**src/rtl/seq_restoring_divider.sv**
```systemverilog
// seq_restoring_divider: multi-cycle restoring divider, one quotient bit per clock.
// Operands are captured on an accepted start pulse. Quotient and remainder are
// returned with a one-cycle done pulse and then held until the next start.
// Optional macro SIGNED_DIV_EN selects two's-complement operands. The iteration
// runs on magnitudes, and an extra FIXUP cycle restores the result signs.
module seq_restoring_divider #(
    parameter int WIDTH = 32
) (
    input  logic             clk,
    input  logic             rst_n,
    input  logic             start,
    input  logic [WIDTH-1:0] dividend,
    input  logic [WIDTH-1:0] divisor,
    output logic             busy,
    output logic             done,
    output logic [WIDTH-1:0] quotient,
    output logic [WIDTH-1:0] remainder,
    output logic             div_by_zero
);

    localparam int CNT_W = $clog2(WIDTH) + 1;
    localparam logic [CNT_W-1:0] LAST_COUNT = CNT_W'(WIDTH - 1);

`ifdef SIGNED_DIV_EN
    typedef enum logic [1:0] {S_IDLE, S_CALC, S_FIXUP, S_DONE} state_t;
`else
    typedef enum logic [1:0] {S_IDLE, S_CALC, S_DONE} state_t;
`endif

    state_t           r_state;
    logic [CNT_W-1:0] r_count;
    logic [WIDTH-1:0] r_rem;
    logic [WIDTH-1:0] r_q;
    logic [WIDTH-1:0] r_divisor;
`ifdef SIGNED_DIV_EN
    logic             r_negQ;
    logic             r_negR;
`endif

    logic [WIDTH:0]   w_shifted;
    logic [WIDTH:0]   w_trial;
    logic [WIDTH-1:0] w_remNext;
    logic [WIDTH-1:0] w_qNext;
    logic [WIDTH-1:0] w_dividendMag;
    logic [WIDTH-1:0] w_divisorMag;

    // The partial remainder is conceptually WIDTH+1 bits wide, but after each
    // step it is always below the divisor. Its top bit is therefore always zero,
    // so only WIDTH bits are stored and the extra bit lives only in w_shifted.
    assign w_shifted = {r_rem, r_q[WIDTH-1]};
    assign w_trial   = w_shifted - {1'b0, r_divisor};
    assign w_remNext = w_trial[WIDTH] ? w_shifted[WIDTH-1:0] : w_trial[WIDTH-1:0];
    assign w_qNext   = {r_q[WIDTH-2:0], ~w_trial[WIDTH]};

`ifdef SIGNED_DIV_EN
    assign w_dividendMag = dividend[WIDTH-1] ? (~dividend + 1'b1) : dividend;
    assign w_divisorMag  = divisor[WIDTH-1]  ? (~divisor + 1'b1)  : divisor;
`else
    assign w_dividendMag = dividend;
    assign w_divisorMag  = divisor;
`endif

    // Control FSM plus datapath registers; all outputs are registered here.
    always_ff @(posedge clk or negedge rst_n) begin
        if (!rst_n) begin
            r_state     <= S_IDLE;
            r_count     <= '0;
            r_rem       <= '0;
            r_q         <= '0;
            r_divisor   <= '0;
`ifdef SIGNED_DIV_EN
            r_negQ      <= 1'b0;
            r_negR      <= 1'b0;
`endif
            busy        <= 1'b0;
            done        <= 1'b0;
            quotient    <= '0;
            remainder   <= '0;
            div_by_zero <= 1'b0;
        end else begin
            case (r_state)
                S_IDLE: begin
                    done <= 1'b0;
                    if (start) begin
                        div_by_zero <= 1'b0;
                        if (divisor == '0) begin
                            r_state     <= S_DONE;
                            done        <= 1'b1;
                            quotient    <= '1;
                            remainder   <= dividend;
                            div_by_zero <= 1'b1;
                        end else begin
                            r_state   <= S_CALC;
                            busy      <= 1'b1;
                            r_count   <= '0;
                            r_rem     <= '0;
                            r_q       <= w_dividendMag;
                            r_divisor <= w_divisorMag;
`ifdef SIGNED_DIV_EN
                            r_negQ    <= dividend[WIDTH-1] ^ divisor[WIDTH-1];
                            r_negR    <= dividend[WIDTH-1];
`endif
                        end
                    end
                end
                S_CALC: begin
                    r_rem   <= w_remNext;
                    r_q     <= w_qNext;
                    r_count <= r_count + 1'b1;
                    if (r_count == LAST_COUNT) begin
`ifdef SIGNED_DIV_EN
                        r_state   <= S_FIXUP;
`else
                        r_state   <= S_DONE;
                        busy      <= 1'b0;
                        done      <= 1'b1;
                        quotient  <= w_qNext;
                        remainder <= w_remNext;
`endif
                    end
                end
`ifdef SIGNED_DIV_EN
                S_FIXUP: begin
                    r_state   <= S_DONE;
                    busy      <= 1'b0;
                    done      <= 1'b1;
                    quotient  <= r_negQ ? (~r_q + 1'b1) : r_q;
                    remainder <= r_negR ? (~r_rem + 1'b1) : r_rem;
                end
`endif
                S_DONE: begin
                    done    <= 1'b0;
                    r_state <= S_IDLE;
                end
                default: begin
                    r_state <= S_IDLE;
                    busy    <= 1'b0;
                    done    <= 1'b0;
                end
            endcase
        end
    end

endmodule

```
**config.mk**
```make
export PLATFORM = sky130hd
export DESIGN_NAME = seq_restoring_divider
export DESIGN_NICKNAME = d
export VERILOG_FILES = /design/src/rtl/seq_restoring_divider.sv
export SDC_FILE = /design/constraint.sdc
export NUM_CORES = 1
export LEC_CHECK = 0
export CAP_MARGIN = 10
export CORE_MARGIN = 4
export CORE_UTILIZATION = 60
export DETAILED_ROUTE_END_ITERATION = 8
export DONT_BUFFER_PORTS = 1
export PLACE_DENSITY = 0.76
export SYNTH_ARGS = -nofsm -noshare
export SYNTH_HDL_FRONTEND = slang
export SYNTH_SLANG_ARGS = --single-unit
```
**constraint.sdc**
```tcl
create_clock -name clk -period 4.1 [get_ports clk]
set_clock_uncertainty 0.15 [all_clocks]
set_input_delay 0.41 -clock clk [delete_from_list [all_inputs] [get_ports clk]]
set_output_delay 0.41 -clock clk [all_outputs]
set_load 0.05 [all_outputs]
```
# After elaboration in Yosys (flattened, before gate mapping)
# Cells that the tools add are included.
[word_totals]
register_bits = 171
output_inout_bits = 67
wordCells = 61
[op_classes]
n_addsub = 2
eq_ne = 7
muxes = 30
n_bitwise = 3
reduce_logical = 9
[op_table]
columns = ["operator", "count"]
rows = [
  ["$mux W32", 11],
  ["$pmux W32 S2", 4],
  ["$sub A33 B32 Y33", 1],
  ["$logic_not A32 Y1", 1],
  ["$mux W6", 2],
  ["$pmux W6 S2", 1],
  ["$ne A2 B2 Y1 const B", 4],
  ["$reduce_and A4 Y1", 2],
  ["$add A6 B1 Y6 const B", 1],
  ["$eq A6 B5 Y1 const B", 1],
  ["$mux W1", 6],
  ["$mux W2", 3],
  ["$reduce_and A3 Y1", 2],
  ["$pmux W2 S2", 1],
  ["$reduce_and A2 Y1", 2],
  ["$not A1 Y1", 3],
  ["$pmux W1 S3", 1],
  ["$eq A2 B1 Y1 const B", 1],
  ["$eq A2 B2 Y1 const B", 1],
  ["$logic_not A2 Y1", 1],
  ["$pmux W1 S2", 1],
  ["$reduce_bool A2 Y1", 1],
]

# Depth between registers and ports, before layout
# Gate-level depths: netlist (run 1).
[logic_depth]
ltp_word = 4
depth_mapped = 13
mapped_depth_nobuf = 12

# Worst setup path before layout (run 1)
# No wires, ideal clock.
[synth_path]
kind = "reg-to-reg"
startpoint = "register r_q[31]"
endpoint = "register remainder[22]"
arrival_ns = 2.630
required_ns = 3.814
setup_slack_ns = 1.184
path_stages_with_launch = 13
n_path_buf = 0
path_cell_list = "dfrtp_1 > inv_1 > ha_1 > fa_1 > nand2b_1 > a21oi_1 > o2111ai_1 > a311oi_1 > o21a_1 > o211ai_1 > mux2_2 > a21boi_1 > o21ai_0"
[synth_between]
elab_chain_cells = 4
[synth_lines]
columns = ["item", "line", "rtl"]
rows = [
  ["start: declaration", "33", "logic [WIDTH-1:0] r_q;"],
  ["start signal: assignment", "97", "r_q <= w_dividendMag;"],
  ["start signal: assignment", "108", "r_q <= w_qNext;"],
  ["$sub A33 B32 Y33", "51", "assign w_trial = w_shifted - {1'b0, r_divisor};"],
  ["$mux W32", "52", "assign w_remNext = w_trial[WIDTH] ? w_shifted[WIDTH-1:0] : w_trial[WIDTH-1:0];"],
  ["$mux W32", "110", "if (r_count == LAST_COUNT) begin"],
  ["$pmux W32 S2", "81", "case (r_state)"],
  ["end signal: assignment", "90", "remainder <= dividend;"],
  ["end signal: assignment", "118", "remainder <= w_remNext;"],
  ["end: declaration", "17", "output logic [WIDTH-1:0] remainder,"],
]
# No other way between the ends. The select of a mux whose other input is x is not followed.
# A chain may end at the register's enable or synchronous reset.

# Worst setup path in the final report (run 1)
[layout_path]
startpoint = "register r_rem[20]"
endpoint = "register remainder[11]"
[layout_between]
elab_chain_cells = 4
[layout_lines]
columns = ["item", "line", "rtl"]
rows = [
  ["start: declaration", "32", "logic [WIDTH-1:0] r_rem;"],
  ["start signal: assignment", "107", "r_rem <= w_remNext;"],
  ["$sub A33 B32 Y33", "51", ""],
  ["$mux W32", "52", ""],
  ["$mux W32", "110", ""],
  ["$pmux W32 S2", "81", ""],
]
# No other way between the ends. The select of a mux whose other input is x is not followed.

==> load_flow_metrics.sql, run 1 <==
INSERT INTO impl_metrics (metric_group, metric, value, unit) VALUES
('critical_path', 'crit_required', '4270', 'ps'),
('critical_path', 'critPathArrivalTime', '3670', 'ps'),
('global_route', 'grt_pass1_vias', '6974', ''),
('routing', 'wl', '24.36', 'mm'),
('run_status', 'violations', 'negative hold slack', ''),
('clocking', 'cts_sinks', '171', ''),
('clocking', 'cts_max_level', '4', ''),
('clocking', 'tritoncts', 'built', ''),
('routing', 'drc', '0', ''),
('floorplanning', 'io-pin-count', '134', ''),
('logic_synthesis', 'yosys_register_bits', '171', ''),
('global_route', 'grt_antenna_before_repair', '0', ''),
('clocking', 'cts_buffer_depth', '2', ''),
('floorplanning', 'design.core.area', '15150', 'µm²'),
('flow_run', 'max-cap-violations', '0', ''),
('cells_and_area', 'post_route_cells_drive_above_1_share', '5.367', '%'),
('place', 'numPortBuffers', '0', ''),
('logic_synthesis', 'ys_seq_area_share', '46.39', '%'),
('timing', 'max_freq', '285.7', 'MHz'),
('logic_synthesis', 'count_of_flip_flops_with_a_built_in_enable_after_synthesis', '0', ''),
('timing', 'hold_ws', '-478.2', 'ps'),
('critical_path', 'worst-path-max-fanout', '25', ''),
('cells_and_area', 'multi_input_area', '4527', 'µm²'),
('cells_and_area', 'antennaDiodeCount', '0', ''),
('routing', 'vias', '7740', ''),
('logic_synthesis', 'post-synth-top-area-fraction', '46.39', '%'),
('floorplanning', 'die_width', '132.0', 'µm'),
('floorplanning', 'number_of_core_rows', '45', ''),
('floorplanning', 'starting_density_of_the_core', '60.90', '%'),
('logic_synthesis', 'yosys.cell_count.top_type', 'sky130_fd_sc_hd__nand2_1', ''),
('routing', 'met2_length', '10.64', 'mm'),
('clocking', 'cts-root-buf', 'sky130_fd_sc_hd__clkbuf_16', ''),
('critical_path', 'kind_of_critical_path', 'reg2reg', ''),
('logic_synthesis', 'netlist_area', '9224', 'µm²'),
('timing', 'worst_slew_margin_rel', '50.05', '%'),
('timing', 'setup_viol', '0', ''),
('timing', 'final_hold_viol_count', '171', ''),
('cells_and_area', 'layout-area-overhead-vs-synth', '10.45', '%'),
('logic_synthesis', 'yosysWarningCount', '0', ''),
('logic_synthesis', 'mappedNetlistNets', '1155', ''),
('routing', 'dr_wl_met3', '1.820', 'mm'),
('logic_synthesis', 'synth_flop_cell', 'sky130_fd_sc_hd__dfrtp_1', ''),
('timing', 'timing_max_transition_violations_final', '0', ''),
('routing', 'drt-pass1-iter-count', '5', ''),
('clocking', 'worst_skew_pair.late_latency', '430', 'ps'),
('critical_path', 'cp-end-kind', 'register', ''),
('routing', 'avgViaCountPerCell', '6.192', ''),
('place', 'detailedPlacementHpwl', '16.91', 'mm'),
('global_route', 'largest_net_degree_at_the_start_of_global_routing', '172', ''),
('critical_path', 'critical-path-max-stage-delay', '450', 'ps'),
('logic_synthesis', 'postSynthCellCount', '1054', ''),
('critical_path', 'ordered_cell_list_for_the_critical_path', 'ha_1, a21oi_1, o21ai_2, a211oi_2, o31ai_2, o21a_4, nor2_8, buf_4, mux2i_1, o211ai_1, o21a_1', ''),
('timing', 'period_minus_slack', '3500', 'ps'),
('global_route', 'gr-total-overflow', '0', ''),
('timing', 'post-route-period-util', '85.38', '%'),
('routing', 'ant_nets', '0', ''),
('timing', 'rsz0062_at_grt', 'no', ''),
('logic_synthesis', 'ys_async_sr_fraction', '100.0', '%'),
('timing', 'worst_max_slew_pin_slew', '749.2', 'ps'),
('critical_path', 'worstSetupStartpointType', 'register', ''),
('clocking', 'numCtsBuffers', '17', ''),
('routing', 'top_layer_used', 'met4', ''),
('timing', 'fin_setup_tns', '0', 'ps'),
('logic_synthesis', 'synth_top_area_cells', 'sky130_fd_sc_hd__dfrtp_1 46%, sky130_fd_sc_hd__nand2_1 9.4%, sky130_fd_sc_hd__o21ai_0 5.9%', ''),
('clocking', 'postCtsHoldBufs', '33', ''),
('routing', 'wire_per_inst', '19.49', 'µm'),
('global_route', 'gr-usage-all-layers', '27.70', '%'),
('critical_path', 'crit_slowest_cell', 'sky130_fd_sc_hd__ha_1', ''),
('hold_path', 'min_path_type', 'in2async', ''),
('run_status', 'outcome', 'finished with violations', ''),
('clocking', 'cts.reportedPaths.clkPinSlew', '60', 'ps');
-- metal layers --
layer / vias to the layer above / track usage, %
li1: 3695 / -
met1: 3731 / 42.87
met2: 288 / 39.77
met3: 26 / 5.649
met4: 0 / 7.410
met5: - / 0
-- critical path, delay by kind of cell, from the launching register on --
family	cells	cell delay, ps
compound gates	7	1420
mux	1	250
fa+ha+maj	1	450
simple gates	1	440
flops	1	430
buf+inv	1	250
-- layout by cell type (no fill, tap or decap), types with 3 or more instances in the layout --
cell type	count
sky130_fd_sc_hd__a211oi_1	4
sky130_fd_sc_hd__a21o_1	14
sky130_fd_sc_hd__a21oi_1	40
sky130_fd_sc_hd__a31oi_1	55
sky130_fd_sc_hd__and3_1	12
sky130_fd_sc_hd__buf_4	7
sky130_fd_sc_hd__clkbuf_16	17
sky130_fd_sc_hd__clkinv_2	3
sky130_fd_sc_hd__dfrtp_1	171
sky130_fd_sc_hd__dlygate4sd3_1	33
sky130_fd_sc_hd__ha_1	33
sky130_fd_sc_hd__inv_1	40
sky130_fd_sc_hd__inv_6	3
sky130_fd_sc_hd__mux2i_1	20
sky130_fd_sc_hd__nand2_1	231
sky130_fd_sc_hd__nand2b_1	5
sky130_fd_sc_hd__nand3_1	14
sky130_fd_sc_hd__nand4_1	9
sky130_fd_sc_hd__nor2_1	69
sky130_fd_sc_hd__nor2b_1	4
sky130_fd_sc_hd__nor3_1	11
sky130_fd_sc_hd__nor3b_1	3
sky130_fd_sc_hd__nor4_1	10
sky130_fd_sc_hd__o2111ai_1	3
sky130_fd_sc_hd__o211ai_1	26
sky130_fd_sc_hd__o21a_1	30
sky130_fd_sc_hd__o21ai_0	107
sky130_fd_sc_hd__xnor2_1	16
sky130_fd_sc_hd__xor2_1	10
-- through the flow --
| stage | hold WS, ps | setup slack (ps) | utilization (%) | cell area [µm²] | instances |
|---|---|---|---|---|---|
| 5_1_grt | -496.3 | 433.5 | 67.26 | 10190 | 1250 |
| 6_report | -478.2 | 599.6 | 67.26 | 10190 | 1250 |
| 2_1_floorplan | -35.59 | 1184 | - | 9224 | 1054 |
| 4_1_cts | -485.2 | 630.0 | 67.26 | 10190 | 1250 |
| 3_3_place_gp | -30.62 | 699.0 | 61.19 | 9268 | 1186 |
| 3_5_place_dp | -31.95 | 636.0 | 61.19 | 9268 | 1186 |
-- flip-flops by register name, summed over array words and instances, names as in the netlist --
signal       count
r_count          6
div_by_zero      1
quotient        32
done             1
r_rem           32
r_state          2
busy             1
r_q             32
remainder       32
r_divisor       32
-- final timing paths --
check / cells past startpoint / from / endpoint / slack [ps]
worst max-delay path: 11 / r_rem[20] / remainder[11] / 600
max in group asynchronous: 0 / rst_n / r_rem[18] / 4060
min in group clk: 2 / dividend[16] / r_q[16] / 10
worst max register to register: 11 / r_rem[20] / remainder[11] / 600
worst min-delay path: 0 / rst_n / quotient[6] / -480
worst min register to register: 2 / r_divisor[0] / r_divisor[0] / 340
-- final cells by class --
type,count,share of cell area (%)
inverter,41,1.511
clock inverter,12,1.339
multi-input combinational,778,44.44
clock buffer,19,4.446
timing repair buffer,41,3.955
tap,188,2.309
sequential,171,42.00
-- cells by family after synthesis --
logic type	after synthesis	synth area share, %
compound gates	313	21.19
fa+ha+maj	34	4.693
xor+xnor	26	2.469
buf+inv	105	4.856
mux	22	2.415
simple gates	383	17.99
flops	171	46.39
Power of run 1 is not shown: default switching activity piles up to over one toggle a cycle in this logic, so the estimate is an artifact.
==> run 2: changes to the inputs <==
- clock period: 4.1 -> 4.2 ns (I/O delays scaled with it)
==> run 2 against run 1 <==
Effect of this change: the flow still finishes with violations (negative hold slack); core utilization is 0.39 points lower; critical endpoint is now remainder[26]; first-iteration DRC count is 7.3% lower; sequential share of layout area is 0.24 points higher; non-clock buffer count is 1 lower; global-route usage is 0.34 points lower.
==> load_flow_metrics.sql, run 2 (synthesized netlist as in run 1, its figures left out) <==
INSERT INTO impl_metrics (metric_group, metric, value, unit) VALUES
('run_status', 'outcome', 'finished with violations', ''),
('run_status', 'violations', 'negative hold slack', ''),
('timing', 'max_freq', '273.6', 'MHz'),
('floorplanning', 'io-pin-count', '134', ''),
('global_route', 'gr-total-overflow', '0', ''),
('timing', 'worst_max_slew_pin_slew', '675.4', 'ps'),
('floorplanning', 'die_area', '17420', 'µm²'),
('timing', 'post-route-period-util', '87.03', '%'),
('timing', 'final_hold_viol_count', '171', ''),
('clocking', 'worst_skew_pair.late_latency', '420', 'ps'),
('floorplanning', 'design.core.area', '15150', 'µm²'),
('place', 'cell_area_after_placement', '9263', 'µm²'),
('global_route', 'grt_pass1_vias', '7105', ''),
('critical_path', 'cp-end-kind', 'register', ''),
('timing', 'hold_ws', '-458.6', 'ps'),
('timing', 'timing_max_transition_violations_final', '0', ''),
('global_route', 'gr-usage-all-layers', '27.37', '%'),
('routing', 'avgViaCountPerCell', '6.178', ''),
('timing', 'worst_slew_margin_rel', '54.97', '%'),
('clocking', 'cts_buffer_depth', '2', ''),
('floorplanning', 'starting_density_of_the_core', '60.90', '%'),
('cells_and_area', 'nets', '1150', ''),
('critical_path', 'rr_endpoint', 'remainder[26]', ''),
('clocking', 'tritoncts', 'built', ''),
('cells_and_area', 'most_frequent_standard_cell_in_the_layout_excluding_fill_and_tap_cells', 'sky130_fd_sc_hd__nand2_1', ''),
('critical_path', 'kind_of_critical_path', 'reg2reg', ''),
('timing', 'fin_setup_tns', '0', 'ps'),
('critical_path', 'crit_required', '4320', 'ps'),
('routing', 'drt_iter0_drc', '720', ''),
('critical_path', 'critPathArrivalTime', '3780', 'ps'),
('cells_and_area', 'fillers', '1253', ''),
('timing', 'rsz0062_at_grt', 'no', ''),
('routing', 'ant_nets', '0', ''),
('routing', 'wire_per_inst', '19.17', 'µm'),
('cells_and_area', 'final_area', '10130', 'µm²'),
('cells_and_area', 'seqCellArea', '4279', 'µm²'),
('place', 'numPortBuffers', '0', ''),
('global_route', 'grt_first_pass_wirelength', '38.44', 'mm'),
('critical_path', 'worstSetupStartpointType', 'register', ''),
('cells_and_area', 'layout.cells.most_common_list', '231 x sky130_fd_sc_hd__nand2_1, 171 x sky130_fd_sc_hd__dfrtp_1, 107 x sky130_fd_sc_hd__o21ai_0, 69 x sky130_fd_sc_hd__nor2_1, 55 x sky130_fd_sc_hd__a31oi_1', ''),
('global_route', 'grt_antenna_before_repair', '0', ''),
('place', 'detailedPlacementHpwl', '16.80', 'mm'),
('flow_run', 'max-cap-violations', '0', ''),
('clocking', 'cts.reportedPaths.clkPinSlew', '70', 'ps'),
('cells_and_area', 'post_route_cells_drive_above_1_share', '5.467', '%'),
('critical_path', 'reg2reg_setup_slack', '540', 'ps'),
('routing', 'drc', '0', ''),
('floorplanning', 'dieHeight', '132.0', 'µm'),
('timing', 'period_minus_slack', '3655', 'ps'),
('place', 'gp_routability_congestion', '0.9648', ''),
('critical_path', 'reg2reg_from', 'r_q[31]', ''),
('cells_and_area', 'layout-area-overhead-vs-synth', '9.808', '%'),
('routing', 'wl', '23.95', 'mm'),
('global_route', 'largest_net_degree_at_the_start_of_global_routing', '172', ''),
('timing', 'setup_viol', '0', ''),
('routing', 'drt-pass1-iter-count', '5', ''),
('critical_path', 'worst-path-max-fanout', '4', ''),
('hold_path', 'min_path_type', 'in2async', ''),
('clocking', 'numCtsBuffers', '17', ''),
('clocking', 'cts_repair_resize_count', '0', ''),
('clocking', 'cts-root-buf', 'sky130_fd_sc_hd__clkbuf_16', ''),
('clocking', 'cts_sinks', '171', ''),
('clocking', 'postCtsHoldBufs', '31', ''),
('floorplanning', 'number_of_core_rows', '45', ''),
('critical_path', 'r2r_cells', '13', ''),
('floorplanning', 'die_width', '132.0', 'µm'),
('clocking', 'cts_max_level', '4', ''),
('cells_and_area', 'antennaDiodeCount', '0', ''),
('routing', 'vias', '7716', ''),
('cells_and_area', 'multi_input_area', '4527', 'µm²');
==> run 2: how the worst max path moves through the flow <==
stage / startpoint / end / slack, ps
global placement: r_q[31] / remainder[26] / 750
finish: r_q[31] / remainder[26] / 540
global route: r_q[31] / remainder[26] / 420
floorplan: r_q[31] / remainder[22] / 1280
detailed placement: r_q[31] / remainder[26] / 700
CTS: r_q[31] / remainder[26] / 650
==> run 2: cell type report <==
cell class,count,area share (%)
Multi-Input combinational cell,778,44.69
Timing Repair Buffer,40,3.731
Sequential cell,171,42.25
Clock buffer,18,4.336
Tap cell,188,2.322
Inverter,41,1.519
Clock inverter,13,1.149
==> run 2: what timing repair did <==
item,4_1_cts,5_1_grt
buffers inserted,0,0
endpoints found under the hold margin,202,171
endpoints found under the setup margin,0,0
==> run 2: layer usage <==
| layer | track usage [%] | share of wire [%] | vias to the layer above |
|---|---|---|---|
| met2 | 39.37 | 44 | 310 |
| met3 | 6.336 | 8.8 | 32 |
| met4 | 8.460 | 2.0 | 0 |
| li1 | - | - | 3682 |
| met5 | 0 | 0 | - |
| met1 | 41.30 | 46 | 3692 |
==> run 2: stage by stage <==
| step | utilization (%) | std cells | worst slack (ps) |
|---|---|---|---|
| finish | 66.87 | 1249 | 544.6 |
| global route | 66.87 | 1249 | 418.3 |
| CTS | 66.87 | 1249 | 653.8 |
| detailed placement | 61.16 | 1187 | 702.9 |
| global placement | 61.16 | 1187 | 746.3 |
| floorplan | - | 1054 | 1284 |
==> run 2: critical path: stages, from the launching register on <==
cell	delay (ps)
sky130_fd_sc_hd__dfrtp_1	380
sky130_fd_sc_hd__inv_1	60
sky130_fd_sc_hd__ha_1	230
sky130_fd_sc_hd__fa_1	410
sky130_fd_sc_hd__nand2b_1	180
sky130_fd_sc_hd__a21oi_1	230
sky130_fd_sc_hd__o2111ai_1	210
sky130_fd_sc_hd__a311oi_1	320
sky130_fd_sc_hd__buf_4	180
sky130_fd_sc_hd__o21ai_0	100
sky130_fd_sc_hd__o21ai_0	360
sky130_fd_sc_hd__o21ai_0	150
sky130_fd_sc_hd__a32oi_1	420
sky130_fd_sc_hd__a31oi_1	150
Power of run 2 is left out for the same reason.
